File: src/rtl/imem_loader.sv
// rtl/imem_loader.sv - byte-stream program loader for a 32-word instruction memory
// Assembles little-endian bytes into words and writes them while the CPU is stalled.
module imem_loader #(
    parameter int DEPTH  = 32,
    parameter int ADDR_W = 8,
    parameter int WORD_W = 32
) (
    input  logic              i_clk,
    input  logic              i_rst_n,
    input  logic              i_load_start,
    input  logic [5:0]        i_load_len,
    input  logic              i_byte_valid,
    input  logic [7:0]        i_byte_data,
    output logic              o_byte_ready,
    input  logic [ADDR_W-1:0] i_cpu_pc,
    output logic [ADDR_W-1:0] o_imem_addr,
    output logic              o_mem_we,
    output logic [WORD_W-1:0] o_mem_wdata,
    output logic              o_cpu_stall,
    output logic              o_load_busy,
    output logic              o_load_done,
    output logic [5:0]        o_word_count
);

    localparam int         IDX_W   = $clog2(DEPTH);
    localparam logic [5:0] DEPTH_L = 6'(DEPTH);

    typedef enum logic [1:0] {
        S_IDLE,
        S_RECV,
        S_WRITE,
        S_DONE
    } state_t;

    state_t             r_state;
    state_t             w_next;
    logic [5:0]         r_len;
    logic [5:0]         r_word_count;
    logic [1:0]         r_byte_idx;
    logic [IDX_W-1:0]   r_word_idx;
    logic [WORD_W-1:0]  r_asm;

    logic [5:0]         w_eff_len;
    logic [5:0]         w_count_inc;
    logic [ADDR_W-1:0]  w_loader_addr;
    logic               w_accept;

    // Out-of-range and zero lengths both mean a full-memory load.
    assign w_eff_len     = ((i_load_len == 6'd0) || (i_load_len > DEPTH_L)) ? DEPTH_L : i_load_len;
    assign w_count_inc   = r_word_count + 6'd1;
    assign w_loader_addr = ADDR_W'({r_word_idx, 2'b00});
    assign w_accept      = (r_state == S_RECV) && i_byte_valid;

    always_ff @(posedge i_clk or negedge i_rst_n) begin
        if (!i_rst_n) begin
            r_state <= S_IDLE;
        end else begin
            r_state <= w_next;
        end
    end

    always_comb begin
        w_next       = r_state;
        o_byte_ready = 1'b0;
        o_mem_we     = 1'b0;
        o_cpu_stall  = 1'b0;
        o_load_busy  = 1'b0;
        o_load_done  = 1'b0;
        case (r_state)
            S_IDLE: begin
                if (i_load_start) begin
                    w_next = S_RECV;
                end
            end
            S_RECV: begin
                o_byte_ready = 1'b1;
                o_cpu_stall  = 1'b1;
                o_load_busy  = 1'b1;
                if (i_byte_valid && (r_byte_idx == 2'd3)) begin
                    w_next = S_WRITE;
                end
            end
            S_WRITE: begin
                o_mem_we    = 1'b1;
                o_cpu_stall = 1'b1;
                o_load_busy = 1'b1;
                w_next      = (w_count_inc == r_len) ? S_DONE : S_RECV;
            end
            S_DONE: begin
                o_load_done = 1'b1;
                o_cpu_stall = 1'b1;
                w_next      = S_IDLE;
            end
            default: begin
                w_next = S_IDLE;
            end
        endcase
    end

    always_ff @(posedge i_clk or negedge i_rst_n) begin
        if (!i_rst_n) begin
            r_len        <= 6'd0;
            r_word_count <= 6'd0;
            r_byte_idx   <= 2'd0;
            r_word_idx   <= '0;
            r_asm        <= '0;
        end else begin
            case (r_state)
                S_IDLE: begin
                    if (i_load_start) begin
                        r_len        <= w_eff_len;
                        r_word_count <= 6'd0;
                        r_byte_idx   <= 2'd0;
                        r_word_idx   <= '0;
                    end
                end
                S_RECV: begin
                    if (w_accept) begin
                        r_asm[{r_byte_idx, 3'b000} +: 8] <= i_byte_data;
                        r_byte_idx                       <= r_byte_idx + 2'd1;
                    end
                end
                S_WRITE: begin
                    r_word_count <= w_count_inc;
                    r_word_idx   <= r_word_idx + 1'b1;
                    r_byte_idx   <= 2'd0;
                end
                default: begin
                end
            endcase
        end
    end

    // Fetch only sees the memory when no load is in flight.
    assign o_imem_addr  = (r_state == S_IDLE) ? i_cpu_pc : w_loader_addr;
    assign o_mem_wdata  = r_asm;
    assign o_word_count = r_word_count;

endmodule

File: config.mk
export PLATFORM = sky130hd
export DESIGN_NAME = imem_loader
export DESIGN_NICKNAME = d
export VERILOG_FILES = /design/src/rtl/imem_loader.sv
export SDC_FILE = /design/constraint.sdc
export NUM_CORES = 1
export LEC_CHECK = 0
export ABC_AREA = 1
export ABC_CLOCK_PERIOD_IN_PS = 1690
export CAP_MARGIN = 25
export CORE_ASPECT_RATIO = 1.5
export CORE_MARGIN = 8
export CORE_UTILIZATION = 40
export DETAILED_ROUTE_END_ITERATION = 10
export GPL_ROUTABILITY_DRIVEN = 0
export PLACE_DENSITY = 0.71
export SKIP_CTS_REPAIR_TIMING = 1
export SLEW_MARGIN = 20
export SYNTH_ARGS = -nofsm -noshare
export SYNTH_HDL_FRONTEND = slang
export SYNTH_SLANG_ARGS = --single-unit
File: constraint.sdc
create_clock -name i_clk -period 1.69 [get_ports i_clk]
set_input_delay 0.169 -clock i_clk [delete_from_list [all_inputs] [get_ports i_clk]]
set_output_delay 0.169 -clock i_clk [all_outputs]
set_load 0.01 [all_outputs]
==> metrics.txt, run 1 <==
# TYPE chip_impl_metric gauge
chip_impl_info{name="status",value="completed"} 1
chip_impl_info{name="crit_chain",value="inv_2 > ha_2 > buf_12 > inv_1 > nor2_1 > nor2_1 > buf_4 > inv_1 > o22ai_1"} 1
chip_impl_metric{name="vias_in_the_first_global_route",unit=""} 2692
chip_impl_metric{name="synthesis.instances",unit=""} 325
chip_impl_metric{name="critical_path.n_buffers_inverters",unit=""} 5
chip_impl_metric{name="worst_tran_pin_value",unit="ps"} 428
chip_impl_info{name="cp-end-kind",value="register"} 1
chip_impl_info{name="path_delay_family",value="buffers and inverters"} 1
chip_impl_metric{name="critPathMaxStageDelay",unit="ps"} 400
chip_impl_metric{name="sequential_to_total_area_share_from_yosys_stat",unit="%"} 48.7
chip_impl_metric{name="via_density",unit=""} 5.24
chip_impl_metric{name="clkSinkCount",unit=""} 53
chip_impl_info{name="worst_path_max_delay_cell",value="sky130_fd_sc_hd__dfrtp_1"} 1
chip_impl_metric{name="multi_input_comb_area",unit="um^2"} 1200
chip_impl_metric{name="synthXorXnorAreaFrac",unit="%"} 0.322
chip_impl_metric{name="top_level_ports",unit=""} 77
chip_impl_metric{name="worst_ep_required_time",unit="ps"} 1880
chip_impl_metric{name="regToRegSetupSlack",unit="ps"} 90
chip_impl_metric{name="finish.net_count",unit=""} 456
chip_impl_metric{name="post-route-cell-area",unit="um^2"} 3890
chip_impl_metric{name="met3_global_route_usage",unit="%"} 4.02
chip_impl_metric{name="diodes",unit=""} 0
chip_impl_info{name="rsz0062_at_grt",value="true"} 1
chip_impl_info{name="mostFrequentLayoutCell",value="sky130_fd_sc_hd__nand2_1"} 1
chip_impl_info{name="clock-root-buffer",value="sky130_fd_sc_hd__clkbuf_8"} 1
chip_impl_metric{name="firstDrtPassIters",unit=""} 4
chip_impl_metric{name="fin_tns_setup",unit="ps"} 0
chip_impl_metric{name="leakage",unit="nW"} 2.01
chip_impl_info{name="critical_path_class",value="reg2reg"} 1
chip_impl_metric{name="synth.ff_latch_count",unit=""} 53
chip_impl_metric{name="placement.cell_area",unit="um^2"} 3720
chip_impl_metric{name="num_rows",unit=""} 37
chip_impl_metric{name="p_per_area",unit="nW/um^2"} 1480
chip_impl_metric{name="placed_cells",unit=""} 488
chip_impl_metric{name="grt_max_degree",unit=""} 54
chip_impl_metric{name="floorplan.die.height",unit="um"} 117
chip_impl_metric{name="largest_fanout_on_the_critical_path",unit=""} 17
chip_impl_metric{name="worstRegToRegCells",unit=""} 9
chip_impl_metric{name="avgRoutedWirePerCell",unit="um"} 15.2
chip_impl_metric{name="synth-simple-area-share",unit="%"} 21.2
chip_impl_metric{name="die-width",unit="um"} 83.4
chip_impl_metric{name="globalRouteMet1Util",unit="%"} 16.2
chip_impl_metric{name="cp_data_arrival_time",unit="ps"} 1790
chip_impl_metric{name="final_util",unit="%"} 58.0
chip_impl_metric{name="drive_above_1_share",unit="%"} 10.3
chip_impl_metric{name="core",unit="um^2"} 6710
chip_impl_metric{name="grt_overflow_total",unit=""} 0
chip_impl_metric{name="crit_cells",unit=""} 9
chip_impl_metric{name="report.final.hold_viol_count",unit=""} 0
chip_impl_info{name="gr-max-usage-layer",value="met2"} 1
chip_impl_metric{name="seq_area",unit="um^2"} 1330
chip_impl_info{name="cts_tree",value="done"} 1
chip_impl_metric{name="antenna_found_initial",unit=""} 0
chip_impl_info{name="largest_family_of_logic_cells_by_synthesized_area",value="simple AND/OR/NAND/NOR gates"} 1
chip_impl_metric{name="drt_drc_violations_left",unit=""} 0
chip_impl_metric{name="drt_wl_total",unit="mm"} 7.57
chip_impl_metric{name="groute.layer.met2.usage",unit="%"} 28.0
chip_impl_metric{name="timing.final.crit_period",unit="ps"} 1600
chip_impl_metric{name="slew_violations",unit=""} 0
chip_impl_metric{name="timing.max_cap.violations",unit=""} 0
chip_impl_metric{name="worst_ir_drop_vdd",unit="V"} 0.000815
chip_impl_metric{name="vias",unit=""} 2603
chip_impl_metric{name="synth_adder_area_share",unit="%"} 5.51
chip_impl_metric{name="skew",unit="ps"} 12.7
chip_impl_metric{name="global_route_wire_length_before_repair",unit="mm"} 12.3
chip_impl_metric{name="max-clock-path-buffers",unit=""} 2
chip_impl_metric{name="netlist-cell-type-count",unit=""} 25
chip_impl_metric{name="synth_compound_gate_area_share",unit="%"} 16.1
chip_impl_metric{name="yosys-mux-area-fraction",unit="%"} 0
chip_impl_metric{name="dieArea",unit="um^2"} 9760
chip_impl_metric{name="global_route.usage.total",unit="%"} 15.3
chip_impl_metric{name="htree_num_levels",unit=""} 2
chip_impl_metric{name="setup_viol_count_final",unit=""} 0
chip_impl_metric{name="slew_headroom",unit="%"} 71.3
chip_impl_metric{name="initial_cell_density_of_the_core",unit="%"} 40.6
chip_impl_metric{name="drtIter0Drc",unit=""} 214
chip_impl_metric{name="clk-insertion-delay-late",unit="ps"} 310
chip_impl_metric{name="max_fclk",unit="GHz"} 0.627
chip_impl_metric{name="clk_transition_reported_paths",unit="ps"} 110
chip_impl_info{name="min_path_type",value="in2async"} 1
chip_impl_metric{name="synthToLayoutAreaGrowth",unit="%"} 42.9
chip_impl_metric{name="fillers",unit=""} 600
chip_impl_metric{name="numPortBuffers",unit=""} 76
chip_impl_metric{name="synthesis.area",unit="um^2"} 2720
chip_impl_metric{name="syn_nets",unit=""} 363
chip_impl_info{name="start_kind",value="register"} 1
chip_impl_metric{name="period_share",unit="%"} 94.4
chip_impl_info{name="most-common-layout-cells",value="66 x sky130_fd_sc_hd__nand2_1, 62 x sky130_fd_sc_hd__clkdlybuf4s50_1, 53 x sky130_fd_sc_hd__dfrtp_1"} 1
chip_impl_metric{name="numCtsBuffers",unit=""} 5
chip_impl_metric{name="hpwlAfterDp",unit="mm"} 5.66
chip_impl_metric{name="postRouteAntennaNets",unit=""} 0
chip_impl_metric{name="post_layout_nonfiller_instances",unit=""} 497
chip_impl_metric{name="holdWs",unit="ps"} 363
chip_impl_metric{name="post_synth.cell_area_avg",unit="um^2"} 8.38
chip_impl_metric{name="synth-warning-count",unit=""} 0
-- worst paths after layout --
check                                                 start                     endpoint
worst max-delay path                 r_state[0]$_DFFE_PN0P_  o_word_count[3]$_DFFE_PN0P_
worst min-delay path                                i_rst_n  o_mem_wdata[10]$_DFFE_PN0P_
worst max register to register       r_state[0]$_DFFE_PN0P_  o_word_count[3]$_DFFE_PN0P_
worst min register to register  o_mem_wdata[29]$_DFFE_PN0P_  o_mem_wdata[29]$_DFFE_PN0P_
max in group asynchronous                           i_rst_n  o_mem_wdata[25]$_DFFE_PN0P_
min in group i_clk                            i_load_len[1]         r_len[1]$_DFFE_PN0P_
-- stage by stage --
stage	total power, mW	setup slack (ps)
after floorplan	3.40	99.9
after detailed placement	4.92	-16.5
after CTS	5.81	-374
after global routing	6.21	-9.60
after global placement	4.84	17.1
final	5.77	93.9
-- cell usage after synthesis --
cell type                  instances  area, um^2
sky130_fd_sc_hd__o22ai_1           7        43.8
sky130_fd_sc_hd__inv_1            42         158
sky130_fd_sc_hd__o21ai_1           2        10.0
sky130_fd_sc_hd__a211oi_1          1        7.51
sky130_fd_sc_hd__nand2_2           1        6.26
sky130_fd_sc_hd__clkinv_2          1        5.00
sky130_fd_sc_hd__buf_2             4        20.0
sky130_fd_sc_hd__nor2_1           14        52.6
sky130_fd_sc_hd__nand4_1          27         169
sky130_fd_sc_hd__a22oi_1           1        7.51
sky130_fd_sc_hd__ha_1             12         150
sky130_fd_sc_hd__o21ai_0          51         255
sky130_fd_sc_hd__buf_1             2        7.51
sky130_fd_sc_hd__nand3_2           1        10.0
sky130_fd_sc_hd__buf_4             1        7.51
sky130_fd_sc_hd__nand2_1          66         248
sky130_fd_sc_hd__clkbuf_1          4        15.0
sky130_fd_sc_hd__xnor2_1           1        8.76
sky130_fd_sc_hd__o41ai_1           9        78.8
sky130_fd_sc_hd__nor3_1            2        10.0
sky130_fd_sc_hd__nand3_1          14        70.1
sky130_fd_sc_hd__buf_6             1        11.3
sky130_fd_sc_hd__nand2_4           1        11.3
sky130_fd_sc_hd__a21oi_1           7        35.0
sky130_fd_sc_hd__dfrtp_1          53        1330
-- power breakdown --
group / leakage [nW] / internal, mW / switching [mW] / total (mW)
Clock: 0.0554 / 0.446 / 0.447 / 0.893
Combinational: 1.24 / 1.38 / 1.68 / 3.06
Sequential: 0.712 / 1.59 / 0.222 / 1.81
Total: 2.01 / 3.41 / 2.35 / 5.77
-- sequential cells by signal, summed over array words and instances, names as in the netlist --
| register | count |
|---|---|
| r_len | 6 |
| o_word_count | 6 |
| o_mem_wdata | 32 |
| r_byte_idx | 2 |
| r_state | 2 |
| r_word_idx | 5 |
-- tightest hold or removal path, stage by stage --
cell and delay (ps):
sky130_fd_sc_hd__dlygate4sd3_1 520, sky130_fd_sc_hd__buf_2 120, sky130_fd_sc_hd__buf_12 260
-- kinds of logic after synthesis --
| kind of cell | after synthesis |
|---|---|
| DFF | 53 |
| xor gates and xnor gates | 1 |
| adders and majority gates | 12 |
| AOI/OAI and AO/OA | 78 |
| and+or+nand+nor | 126 |
| buffers and inverters | 55 |
-- layout make-up --
class	instances	share of cell area, %
sequential	53	34.1
multi-input combinational	217	30.9
timing repair buffer	98	25.5
inverter	43	4.18
tap	78	2.51
clock buffer	6	1.86
clock inverter	2	0.996
-- metal layers --
layer  vias to the layer above  part of all wire [%]
met4                         0                   2.2
met5                         -                     0
li1                       1295                     -
met2                        80                    52
met1                      1214                    40
met3                        14                   5.6
Note: power is estimated with default switching activity, not from simulation.
==> run 2: changes to the inputs <==
--- a/config.mk
+++ b/config.mk
@@ -12,8 +12,9 @@
 export CORE_MARGIN = 8
 export CORE_UTILIZATION = 40
 export DETAILED_ROUTE_END_ITERATION = 10
+export DONT_BUFFER_PORTS = 1
 export GPL_ROUTABILITY_DRIVEN = 0
-export PLACE_DENSITY = 0.71
+export PLACE_DENSITY = 0.56
 export SKIP_CTS_REPAIR_TIMING = 1
 export SLEW_MARGIN = 20
 export SYNTH_ARGS = -nofsm -noshare
==> run 2 against run 1 <==
Net effect:
- first-iteration DRC count down 43%
- final area fell by 19%
- wire length is 1.8% lower
- die area is the same
- critical path type is now reg2out
==> metrics.txt, run 2 (synthesis gave the netlist of run 1 again) <==
# TYPE chip_impl_metric gauge
chip_impl_metric{name="diodes",unit=""} 0
chip_impl_metric{name="p_per_area",unit="nW/um^2"} 1560
chip_impl_metric{name="max-clock-path-buffers",unit=""} 2
chip_impl_info{name="worst_path_max_delay_cell",value="sky130_fd_sc_hd__dfrtp_1"} 1
chip_impl_metric{name="synthToLayoutAreaGrowth",unit="%"} 16.0
chip_impl_metric{name="vias",unit=""} 2349
chip_impl_metric{name="via_density",unit=""} 5.49
chip_impl_metric{name="max_fclk",unit="GHz"} 0.636
chip_impl_info{name="path_delay_family",value="flip-flops"} 1
chip_impl_metric{name="dp_worst_setup_slack",unit="ps"} 57.4
chip_impl_metric{name="holdWs",unit="ps"} 1.38
chip_impl_metric{name="floorplan.die.height",unit="um"} 117
chip_impl_metric{name="firstDrtPassIters",unit=""} 4
chip_impl_metric{name="report.final.hold_viol_count",unit=""} 0
chip_impl_metric{name="timing.final.crit_period",unit="ps"} 1570
chip_impl_metric{name="fin_tns_setup",unit="ps"} 0
chip_impl_metric{name="numPortBuffers",unit=""} 0
chip_impl_metric{name="grt_overflow_total",unit=""} 0
chip_impl_info{name="cts_tree",value="done"} 1
chip_impl_metric{name="hpwlAfterDp",unit="mm"} 5.49
chip_impl_metric{name="drt_drc_violations_left",unit=""} 0
chip_impl_metric{name="clk-insertion-delay-late",unit="ps"} 300
chip_impl_metric{name="worst_ir_drop_vdd",unit="V"} 0.000814
chip_impl_info{name="min_path_type",value="in2reg"} 1
chip_impl_metric{name="cp_data_arrival_time",unit="ps"} 1400
chip_impl_metric{name="largest_register_ff_count",unit=""} 32
chip_impl_metric{name="leakage",unit="nW"} 1.60
chip_impl_metric{name="critPathMaxStageDelay",unit="ps"} 420
chip_impl_metric{name="setup_viol_count_final",unit=""} 0
chip_impl_metric{name="drtIter0Drc",unit=""} 123
chip_impl_metric{name="initial_cell_density_of_the_core",unit="%"} 40.6
chip_impl_info{name="crit_chain",value="inv_2 > ha_4 > buf_4 > nand2_1 > o21ai_1"} 1
chip_impl_info{name="mostFrequentLayoutCell",value="sky130_fd_sc_hd__nand2_1"} 1
chip_impl_metric{name="finish.net_count",unit=""} 387
chip_impl_info{name="status",value="completed"} 1
chip_impl_metric{name="drt_wl_total",unit="mm"} 7.44
chip_impl_metric{name="worst_tran_pin_value",unit="ps"} 438
chip_impl_metric{name="grt_max_degree",unit=""} 54
chip_impl_metric{name="core",unit="um^2"} 6710
chip_impl_metric{name="antenna_found_initial",unit=""} 0
chip_impl_metric{name="clkSinkCount",unit=""} 53
chip_impl_metric{name="clk_transition_reported_paths",unit="ps"} 100
chip_impl_metric{name="largest_fanout_on_the_critical_path",unit=""} 7
chip_impl_info{name="cp-end-kind",value="output pin"} 1
chip_impl_metric{name="avgRoutedWirePerCell",unit="um"} 17.4
chip_impl_metric{name="skew",unit="ps"} 7.70
chip_impl_metric{name="numCtsBuffers",unit=""} 5
chip_impl_metric{name="dieArea",unit="um^2"} 9760
chip_impl_metric{name="die-width",unit="um"} 83.4
chip_impl_metric{name="critical_path.n_buffers_inverters",unit=""} 2
chip_impl_metric{name="global_route_wire_length_before_repair",unit="mm"} 11.8
chip_impl_metric{name="vias_in_the_first_global_route",unit=""} 2383
chip_impl_metric{name="p_total",unit="mW"} 4.94
chip_impl_metric{name="postRouteAntennaNets",unit=""} 0
chip_impl_metric{name="period_share",unit="%"} 93.0
chip_impl_metric{name="regToRegSetupSlack",unit="ps"} 130
chip_impl_metric{name="slew_violations",unit=""} 0
chip_impl_metric{name="timing.max_cap.violations",unit=""} 0
chip_impl_metric{name="drive_above_1_share",unit="%"} 12.3
chip_impl_info{name="start_kind",value="register"} 1
chip_impl_metric{name="num_rows",unit=""} 37
chip_impl_metric{name="worst_ep_required_time",unit="ps"} 1520
chip_impl_metric{name="postLayoutSetupSlackWorst",unit="ps"} 119
chip_impl_info{name="rsz0062_at_grt",value="true"} 1
chip_impl_metric{name="global_route.usage.total",unit="%"} 14.8
chip_impl_info{name="critical_path_class",value="reg2out"} 1
chip_impl_metric{name="slew_headroom",unit="%"} 70.8
chip_impl_metric{name="top_level_ports",unit=""} 77
chip_impl_metric{name="htree_num_levels",unit=""} 2
chip_impl_info{name="most-common-layout-cells",value="65 x sky130_fd_sc_hd__nand2_1, 53 x sky130_fd_sc_hd__dfrtp_1, 44 x sky130_fd_sc_hd__o21ai_0"} 1
chip_impl_info{name="clock-root-buffer",value="sky130_fd_sc_hd__clkbuf_8"} 1
-- run 2: area by class of cell --
cell class / instances / area [um^2]
Fill cell: 662 / 3550
Sequential cell: 53 / 1330
Multi-Input combinational cell: 217 / 1230
Timing Repair Buffer: 29 / 260
Inverter: 43 / 163
Tap cell: 78 / 97.6
Clock buffer: 5 / 68.8
Clock inverter: 3 / 17.5
-- run 2: per-stage QoR --
| stage | std cells | cell area, um^2 | utilization (%) |
|---|---|---|---|
| after global routing | 428 | 3160 | 47.1 |
| after floorplan | 325 | 2720 | - |
| after CTS | 418 | 2990 | 44.5 |
| after detailed placement | 410 | 2900 | 43.2 |
| after global placement | 410 | 2900 | 43.2 |
| final | 428 | 3160 | 47.1 |
-- run 2: path summary, 6_finish.rpt --
path / startpoint / end / cells after the start
max: r_state[0]$_DFFE_PN0P_ / o_imem_addr[6] / 5
min: i_byte_data[5] / o_mem_wdata[29]$_DFFE_PN0P_ / 2
max reg2reg: r_byte_idx[0]$_DFFE_PN0P_ / o_mem_wdata[23]$_DFFE_PN0P_ / 5
min reg2reg: r_word_idx[0]$_DFFE_PN0P_ / r_word_idx[0]$_DFFE_PN0P_ / 1
max in group asynchronous: i_rst_n / o_mem_wdata[19]$_DFFE_PN0P_ / 2
min in group asynchronous: i_rst_n / o_mem_wdata[7]$_DFFE_PN0P_ / 2
-- run 2: routing by layer --
metal / up-vias / wire (um) / GRT usage [%] / share of wire (%)
li1: 1153 / - / - / -
met4: 0 / 38 / 6.59 / 0.51
met3: 2 / 472 / 4.57 / 6.3
met1: 1136 / 2780 / 14.4 / 37
met5: - / 0 / 0 / 0
met2: 58 / 4150 / 28.1 / 56
-- run 2: where the power goes --
group          leakage [nW]  switching (mW)  internal, mW
clock network        0.0439           0.427         0.287
registers             0.712           0.341          1.59
logic                 0.840            1.48         0.807
